## config.mk

```make
export PLATFORM = sky130hd
export DESIGN_NAME = mem_port_arbiter_flat
export DESIGN_NICKNAME = d
export VERILOG_FILES = /design/src/rtl/mem_port_arbiter_pkg.sv /design/src/rtl/mem_port_arbiter_if.sv /design/src/rtl/mem_port_arbiter_rr_picker.sv /design/src/rtl/mem_port_arbiter.sv /design/src/flat_wrapper.sv
export SDC_FILE = /design/constraint.sdc
export NUM_CORES = 1
export LEC_CHECK = 0
export CAP_MARGIN = 20
export CORE_AREA = 4 4 218 220
export CTS_CLUSTER_SIZE = 20
export DETAILED_ROUTE_END_ITERATION = 12
export DIE_AREA = 0 0 222 224
export PLACE_DENSITY = 0.45
export SLEW_MARGIN = 10
export SYNTH_ARGS = -nofsm -noshare
export SYNTH_HDL_FRONTEND = slang
export SYNTH_SLANG_ARGS = --single-unit
```

## constraint.sdc

```tcl
create_clock -name clk -period 7.73 [get_ports clk]
set_input_delay 1.9325 -clock clk [delete_from_list [all_inputs] [get_ports clk]]
set_output_delay 1.9325 -clock clk [all_outputs]
set_load 0.02 [all_outputs]
```

## src/rtl/mem_port_arbiter_pkg.sv

```systemverilog
// Shared processor definitions used by the data-memory port arbiter:
// memory depth, ROB tag width, FSM encoding and effective-address helper.
`ifndef ROB_SIZE_bits
`define ROB_SIZE_bits 4
`endif

package mem_port_arbiter_pkg;

    localparam int unsigned DM_DEPTH  = 1024;
    localparam int          ROB_TAG_W = `ROB_SIZE_bits + 1;

    typedef enum logic [1:0] {
        ST_IDLE   = 2'd0,
        ST_ACCESS = 2'd1,
        ST_RESP   = 2'd2
    } arb_state_e;

    // The extra bit keeps the carry so wrapped addresses are flagged invalid.
    function automatic logic [32:0] eff_addr(input logic [31:0] base,
                                             input logic [31:0] imm);
        return {1'b0, base} + {1'b0, imm};
    endfunction

endpackage

```

## src/rtl/mem_port_arbiter_if.sv

```systemverilog
// Requester, data-memory and response signals of the memory port arbiter.
interface mem_port_arbiter_if #(
    parameter int NREQ    = 4,
    parameter int ROBEN_W = mem_port_arbiter_pkg::ROB_TAG_W
);
    logic [NREQ-1:0]         req_valid;
    logic [NREQ-1:0]         req_store;
    logic [NREQ*32-1:0]      req_base;
    logic [NREQ*32-1:0]      req_imm;
    logic [NREQ*32-1:0]      req_data;
    logic [NREQ*ROBEN_W-1:0] req_roben;
    logic [NREQ-1:0]         grant;

    logic [31:0]             dm_address;
    logic [31:0]             dm_data;
    logic                    dm_read_en;
    logic                    dm_write_en;
    logic [ROBEN_W-1:0]      dm_roben;
    logic [31:0]             dm_result;

    logic                    rsp_valid;
    logic                    rsp_ready;
    logic [ROBEN_W-1:0]      rsp_roben;
    logic [31:0]             rsp_value;
    logic                    rsp_invalid;
    logic                    rsp_store;
    logic                    busy;

    modport slave (
        input  req_valid, req_store, req_base, req_imm, req_data, req_roben,
        input  dm_result, rsp_ready,
        output grant, dm_address, dm_data, dm_read_en, dm_write_en, dm_roben,
        output rsp_valid, rsp_roben, rsp_value, rsp_invalid, rsp_store, busy
    );

    modport master (
        output req_valid, req_store, req_base, req_imm, req_data, req_roben,
        output dm_result, rsp_ready,
        input  grant, dm_address, dm_data, dm_read_en, dm_write_en, dm_roben,
        input  rsp_valid, rsp_roben, rsp_value, rsp_invalid, rsp_store, busy
    );
endinterface

```

## src/rtl/mem_port_arbiter_rr_picker.sv

```systemverilog
// Round-robin picker: first asserted request at or after ptr, wrapping.
module rr_picker #(
    parameter  int NREQ  = 4,
    localparam int PTR_W = $clog2(NREQ)
) (
    input  logic [NREQ-1:0]  req,
    input  logic [PTR_W-1:0] ptr,
    output logic [NREQ-1:0]  grant,
    output logic [PTR_W-1:0] index,
    output logic             any
);
    always_comb begin
        int j;
        // NOTE: every output gets a default first so no path can infer a latch.
        j     = 0;
        grant = '0;
        index = '0;
        any   = 1'b0;
        for (int k = 0; k < NREQ; k++) begin
            j = int'(ptr) + k;
            if (j >= NREQ) j = j - NREQ;
            if (!any && req[j]) begin
                any      = 1'b1;
                grant[j] = 1'b1;
                index    = PTR_W'(j);
            end
        end
    end
endmodule

```

## src/rtl/mem_port_arbiter.sv

```systemverilog
// Shares one data-memory port between NREQ load/store requesters, one
// operation in flight: IDLE (arbitrate) -> ACCESS (one cycle) -> RESP.
module mem_port_arbiter
    import mem_port_arbiter_pkg::*;
#(
    parameter int NREQ      = 4,
    parameter int ROBEN_W   = ROB_TAG_W,
    parameter int MEM_DEPTH = DM_DEPTH
) (
    input logic                clk,
    input logic                rst,
    mem_port_arbiter_if.slave  bus
);
    localparam int PTR_W = $clog2(NREQ);

    arb_state_e         state, state_n;
    logic [PTR_W-1:0]   rr_ptr, win_idx;
    logic [NREQ-1:0]    pick;
    logic               any_req, accept;

    logic [32:0]        win_sum;
    logic               win_store;
    logic [31:0]        win_data;
    logic [ROBEN_W-1:0] win_roben;

    logic               op_store, op_invalid;
    logic [31:0]        op_addr, op_data, rsp_value_q;
    logic [ROBEN_W-1:0] op_roben;

    rr_picker #(.NREQ(NREQ)) u_picker (
        .req   (bus.req_valid),
        .ptr   (rr_ptr),
        .grant (pick),
        .index (win_idx),
        .any   (any_req)
    );

    always_comb begin
        int w;
        w         = int'(win_idx);
        win_sum   = eff_addr(bus.req_base[w*32 +: 32], bus.req_imm[w*32 +: 32]);
        win_store = bus.req_store[w];
        win_data  = bus.req_data[w*32 +: 32];
        win_roben = bus.req_roben[w*ROBEN_W +: ROBEN_W];
    end

    always_ff @(posedge clk or negedge rst) begin
        // NOTE: non-blocking so every register samples values from before the edge.
        if (!rst) state <= ST_IDLE;
        else      state <= state_n;
    end

    always_comb begin
        state_n = state;
        accept  = 1'b0;
        unique case (state)
            ST_IDLE:   if (any_req) begin
                           accept  = 1'b1;
                           state_n = ST_ACCESS;
                       end
            ST_ACCESS: state_n = ST_RESP;
            ST_RESP:   if (bus.rsp_ready) state_n = ST_IDLE;
            default:   state_n = ST_IDLE;
        endcase
    end

    // NOTE: these registers drive outputs directly, so they are all reset to
    // give clean zeros on the bus the moment reset asserts.
    always_ff @(posedge clk or negedge rst) begin
        if (!rst) begin
            rr_ptr      <= '0;
            op_store    <= 1'b0;
            op_invalid  <= 1'b0;
            op_addr     <= '0;
            op_data     <= '0;
            op_roben    <= '0;
            rsp_value_q <= '0;
        end else begin
            if (accept) begin
                rr_ptr     <= (win_idx == PTR_W'(NREQ - 1)) ? '0 : win_idx + 1'b1;
                op_store   <= win_store;
                op_invalid <= (win_sum >= 33'(MEM_DEPTH));
                op_addr    <= win_sum[31:0];
                op_data    <= win_data;
                op_roben   <= win_roben;
            end
            if (state == ST_ACCESS)
                rsp_value_q <= bus.dm_read_en ? bus.dm_result : '0;
        end
    end

    // Grant is combinational in IDLE; gating with rst keeps it quiet in reset.
    assign bus.grant       = (accept && rst) ? pick : '0;
    assign bus.busy        = (state != ST_IDLE);

    assign bus.dm_address  = op_addr;
    assign bus.dm_data     = op_data;
    assign bus.dm_roben    = op_roben;
    assign bus.dm_read_en  = (state == ST_ACCESS) && !op_store && !op_invalid;
    assign bus.dm_write_en = (state == ST_ACCESS) &&  op_store && !op_invalid;

    assign bus.rsp_valid   = (state == ST_RESP);
    assign bus.rsp_roben   = op_roben;
    assign bus.rsp_value   = rsp_value_q;
    assign bus.rsp_invalid = op_invalid;
    assign bus.rsp_store   = op_store;
endmodule

```

## src/flat_wrapper.sv

```systemverilog
// flat-port wrapper written by rule: the top's interface ports become plain ports
module mem_port_arbiter_flat import mem_port_arbiter_pkg::*;
#(
    parameter int NREQ      = 4,
    parameter int ROBEN_W   = ROB_TAG_W,
    parameter int MEM_DEPTH = DM_DEPTH
)
  (clk, rst, bus_req_valid, bus_req_store, bus_req_base, bus_req_imm, bus_req_data, bus_req_roben, bus_dm_result, bus_rsp_ready, bus_grant, bus_dm_address, bus_dm_data, bus_dm_read_en, bus_dm_write_en, bus_dm_roben, bus_rsp_valid, bus_rsp_roben, bus_rsp_value, bus_rsp_invalid, bus_rsp_store, bus_busy);
  mem_port_arbiter_if #(.NREQ(NREQ), .ROBEN_W(ROBEN_W)) bus_i ();
  input logic clk;
  input logic rst;
  input wire logic [$bits(bus_i.req_valid)-1:0] bus_req_valid;
  input wire logic [$bits(bus_i.req_store)-1:0] bus_req_store;
  input wire logic [$bits(bus_i.req_base)-1:0] bus_req_base;
  input wire logic [$bits(bus_i.req_imm)-1:0] bus_req_imm;
  input wire logic [$bits(bus_i.req_data)-1:0] bus_req_data;
  input wire logic [$bits(bus_i.req_roben)-1:0] bus_req_roben;
  input wire logic [$bits(bus_i.dm_result)-1:0] bus_dm_result;
  input wire logic [$bits(bus_i.rsp_ready)-1:0] bus_rsp_ready;
  output wire logic [$bits(bus_i.grant)-1:0] bus_grant;
  output wire logic [$bits(bus_i.dm_address)-1:0] bus_dm_address;
  output wire logic [$bits(bus_i.dm_data)-1:0] bus_dm_data;
  output wire logic [$bits(bus_i.dm_read_en)-1:0] bus_dm_read_en;
  output wire logic [$bits(bus_i.dm_write_en)-1:0] bus_dm_write_en;
  output wire logic [$bits(bus_i.dm_roben)-1:0] bus_dm_roben;
  output wire logic [$bits(bus_i.rsp_valid)-1:0] bus_rsp_valid;
  output wire logic [$bits(bus_i.rsp_roben)-1:0] bus_rsp_roben;
  output wire logic [$bits(bus_i.rsp_value)-1:0] bus_rsp_value;
  output wire logic [$bits(bus_i.rsp_invalid)-1:0] bus_rsp_invalid;
  output wire logic [$bits(bus_i.rsp_store)-1:0] bus_rsp_store;
  output wire logic [$bits(bus_i.busy)-1:0] bus_busy;
  assign bus_i.req_valid = bus_req_valid;
  assign bus_i.req_store = bus_req_store;
  assign bus_i.req_base = bus_req_base;
  assign bus_i.req_imm = bus_req_imm;
  assign bus_i.req_data = bus_req_data;
  assign bus_i.req_roben = bus_req_roben;
  assign bus_i.dm_result = bus_dm_result;
  assign bus_i.rsp_ready = bus_rsp_ready;
  assign bus_grant = bus_i.grant;
  assign bus_dm_address = bus_i.dm_address;
  assign bus_dm_data = bus_i.dm_data;
  assign bus_dm_read_en = bus_i.dm_read_en;
  assign bus_dm_write_en = bus_i.dm_write_en;
  assign bus_dm_roben = bus_i.dm_roben;
  assign bus_rsp_valid = bus_i.rsp_valid;
  assign bus_rsp_roben = bus_i.rsp_roben;
  assign bus_rsp_value = bus_i.rsp_value;
  assign bus_rsp_invalid = bus_i.rsp_invalid;
  assign bus_rsp_store = bus_i.rsp_store;
  assign bus_busy = bus_i.busy;
  mem_port_arbiter #(.NREQ(NREQ), .ROBEN_W(ROBEN_W), .MEM_DEPTH(MEM_DEPTH)) u_core (.clk(clk), .rst(rst), .bus(bus_i));
endmodule
```

==> metrics.yaml <==
grt:
  grt_pass1_vias: 11340
  grt_pass1_wl_um: 72090
  grt_max_degree: 78
  grt_antenna_before_repair: 9
  grt-ovfl-total: 0
  grt_use_total_pct: 18.73
critical_path:
  path_class: "primary input to flop"
  r2r_start: "u_core.rr_ptr[0]$_DFFE_PN0P_"
  cp.arrival_ns: 7.35
  path_max_fanout: 53
  end_kind: "flop"
  critical_path_required_ns: 7.95
  cp-start-kind: "primary input"
  crit_start: "bus_req_valid[0]"
finish:
  fillerInstances: 4840
  area_growth_pct: 70.03
  finalNonFillerCells: 2395
  drive_gt1_share_pct: 4.239
  finalNetCount: 2273
synthesis:
  ys_seq_area_share_pct: 28.90
  synth_seq_cells: 107
  synthAdderAreaFrac_pct: 5.213
  synth-xor-area-share_pct: 2.633
  ys_types: 67
  muxShareOfSynthArea_pct: 1.540
  synth_edf_count: 0
  synthesis.instances: 1291
  syn_area_mm2: 0.009265
  synth-simple-area-share_pct: 27.87
  syn_avg_cell_area_um2: 7.177
  synth-compound-area-share_pct: 28.10
  synth_flop_cell: "dfrtp_1"
  synthesis.nets: 1776
  synth_top_family_by_area: "compound AO/OA/AOI/OAI gates"
  yosys_warnings: 0
  async_reset_ff_share_pct: 100.0
sta:
  layout_min_cycle_time_ns: 7.135
  slew_headroom_pct: 39.83
  fin_skew_ns: 0.01055
  tightest_slew_ns: 0.9025
  rsz0062_at_grt: "no"
  fmax_mhz: 140.2
  fin_crit_sh_pct: 92.30
  drv_slew: 0
  tns_ns: 0
  final-setup-viol-count: 0
  hold_violations: 0
cts:
  clk_latency_ns: 0.38
  ctsHoldBuffers: 0
  numClockSinks: 107
  path_clk_slew_ns: 0.08
  cts_tree: "built"
  cts-buffers-inserted: 9
  root_buffer: "clkbuf_16"
  cts_max_level: 3
  clk_path_buf_depth: 2
  post_cts_buffers: 0
  ctsResizeCount: 0
detailed_routing:
  vias: 11120
  ant_nets: 0
  drt_wl_total_um: 48480
  drtPass1Iterations: 4
  vias_per_cell: 4.645
  drt-initial-drc-count: 413
  drc: 0
  wl_per_cell_um: 20.24
floorplan:
  die_h_um: 224
  row_count: 78
  pin_count: 563
  dieWidth_um: 222
  start_util_pct: 20.46
  core_mm2: 0.04528
  fp.dieArea_mm2: 0.04973
min_path:
  hold_start: "u_core.bus.dm_address[13]$_DFFE_PN0P_"
  min_path_type: "flop to flop"
status:
  status: "finished, final reports clean"
placed_design:
  place_inst: 2377
  post-dp-hpwl_um: 40580
  place.gp.congestion: 0.8685
  port_buffers: 562
flow_run:
  drv_cap: 0
[routing by layer]
metal,routed length (um),up-vias,global-route usage [%]
li1,-,5534,-
met1,20130,5144,22.30
met2,23880,397,33.13
met3,3545,41,5.740
met4,876,8,4.602
met5,56,-,0
[per-stage QoR]
stage / utilization [%] / setup slack, ns / hold WS, ns / instance area (um2)
global route: 34.78 / 0.2160 / 0.5070 / 15750
finish: 34.79 / 0.5951 / 0.4865 / 15750
global placement: 34.13 / 0.3294 / 0.4703 / 15450
CTS: 34.78 / 0.6620 / 0.4959 / 15750
floorplan: - / 1.158 / 0.5493 / 9265
detailed placement: 34.13 / 0.2492 / 0.4758 / 15450
[synth_stat cells (all sizes together), types with 7 or more instances]
cell	n	area, um2
buf	53	287.8
a21oi	44	239.0
xnor2	14	122.6
o21ai	125	636.9
inv	15	56.30
a31oi	67	419.2
xor2	13	121.4
a22o	32	280.3
nand3	47	235.2
a21o	13	97.59
clkbuf	50	187.7
nand2	418	1574
ha	37	462.9
dfrtp	107	2678
nand4	8	50.05
a22oi	7	62.56
and2	68	425.4
a211oi	67	508.0
nor2	25	93.84
[area by class of cell]
cell class | instances | area (um2) | share of cell area, %
multi-input cells | 1066 | 6081 | 38.60
repair buffers | 589 | 5888 | 37.38
flip-flops and latches | 107 | 2678 | 17.00
well taps | 600 | 750.7 | 4.765
clock buffers | 9 | 225.2 | 1.430
clock inverters | 7 | 70.07 | 0.4448
inverters | 15 | 56.30 | 0.3574
diodes | 2 | 5.005 | 0.03177
[state kept, by name, summed over array words and instances (netlist names)]
signal	flops
u_core.bus.rsp_value	32
u_core.bus.dm_roben	5
u_core.bus.rsp_invalid	1
u_core.bus.rsp_store	1
u_core.state	2
u_core.bus.dm_address	32
u_core.rr_ptr	2
u_core.bus.dm_data	32
[final timing paths]
| check | end | slack [ns] | cells after the start |
|---|---|---|---|
| setup / recovery | u_core.bus.rsp_invalid$_DFFE_PN0P_ | 0.60 | 21 |
| hold / removal | u_core.bus.dm_address[13]$_DFFE_PN0P_ | 0.49 | 2 |
| setup reg to reg | u_core.bus.rsp_invalid$_DFFE_PN0P_ | 1.51 | 21 |
| hold reg to reg | u_core.bus.dm_address[13]$_DFFE_PN0P_ | 0.49 | 2 |
| max in group asynchronous | u_core.bus.dm_address[17]$_DFFE_PN0P_ | 5.43 | 2 |
| min in group asynchronous | u_core.bus.dm_data[14]$_DFFE_PN0P_ | 1.37 | 1 |
[critical path, stage by stage]
cell	delay, ns
clkdlybuf4s50_1	0.48
mux2_2	0.34
mux2_2	0.34
nor2b_1	0.35
o21ai_2	0.13
o31a_2	0.29
buf_12	0.25
buf_4	0.25
a211oi_1	0.27
a31oi_1	0.08
ha_1	0.51
nand3_1	0.22
nor2_1	0.21
o21ai_0	0.10
a21oi_1	0.25
o21ai_0	0.15
a22oi_1	0.20
nand4_1	0.15
or4_1	0.55
nor4_2	0.14
a32oi_1	0.13
[logic make-up after synthesis]
| family | after synthesis |
|---|---|
| compound gates | 393 |
| xor+xnor | 27 |
| fa+ha+maj | 38 |
| buf+inv | 118 |
| flops | 107 |
| mux | 11 |
| simple gates | 597 |
[placed cells by master (no fill, tap or decap), drive strengths merged, types with 7 or more instances in the layout]
cell,instances
a22oi,7
clkbuf,9
nor2,25
nand4,8
clkdlybuf4s50,561
buf,28
a21oi,44
xnor2,14
inv,19
ha,37
a211oi,67
nand3,47
a22o,32
a21o,13
dfrtp,107
nand2,418
o21ai,125
a31oi,67
and2,68
xor2,13
Power is not shown: default switching activity piles up to over one toggle a cycle in this logic, so the estimate is an artifact.
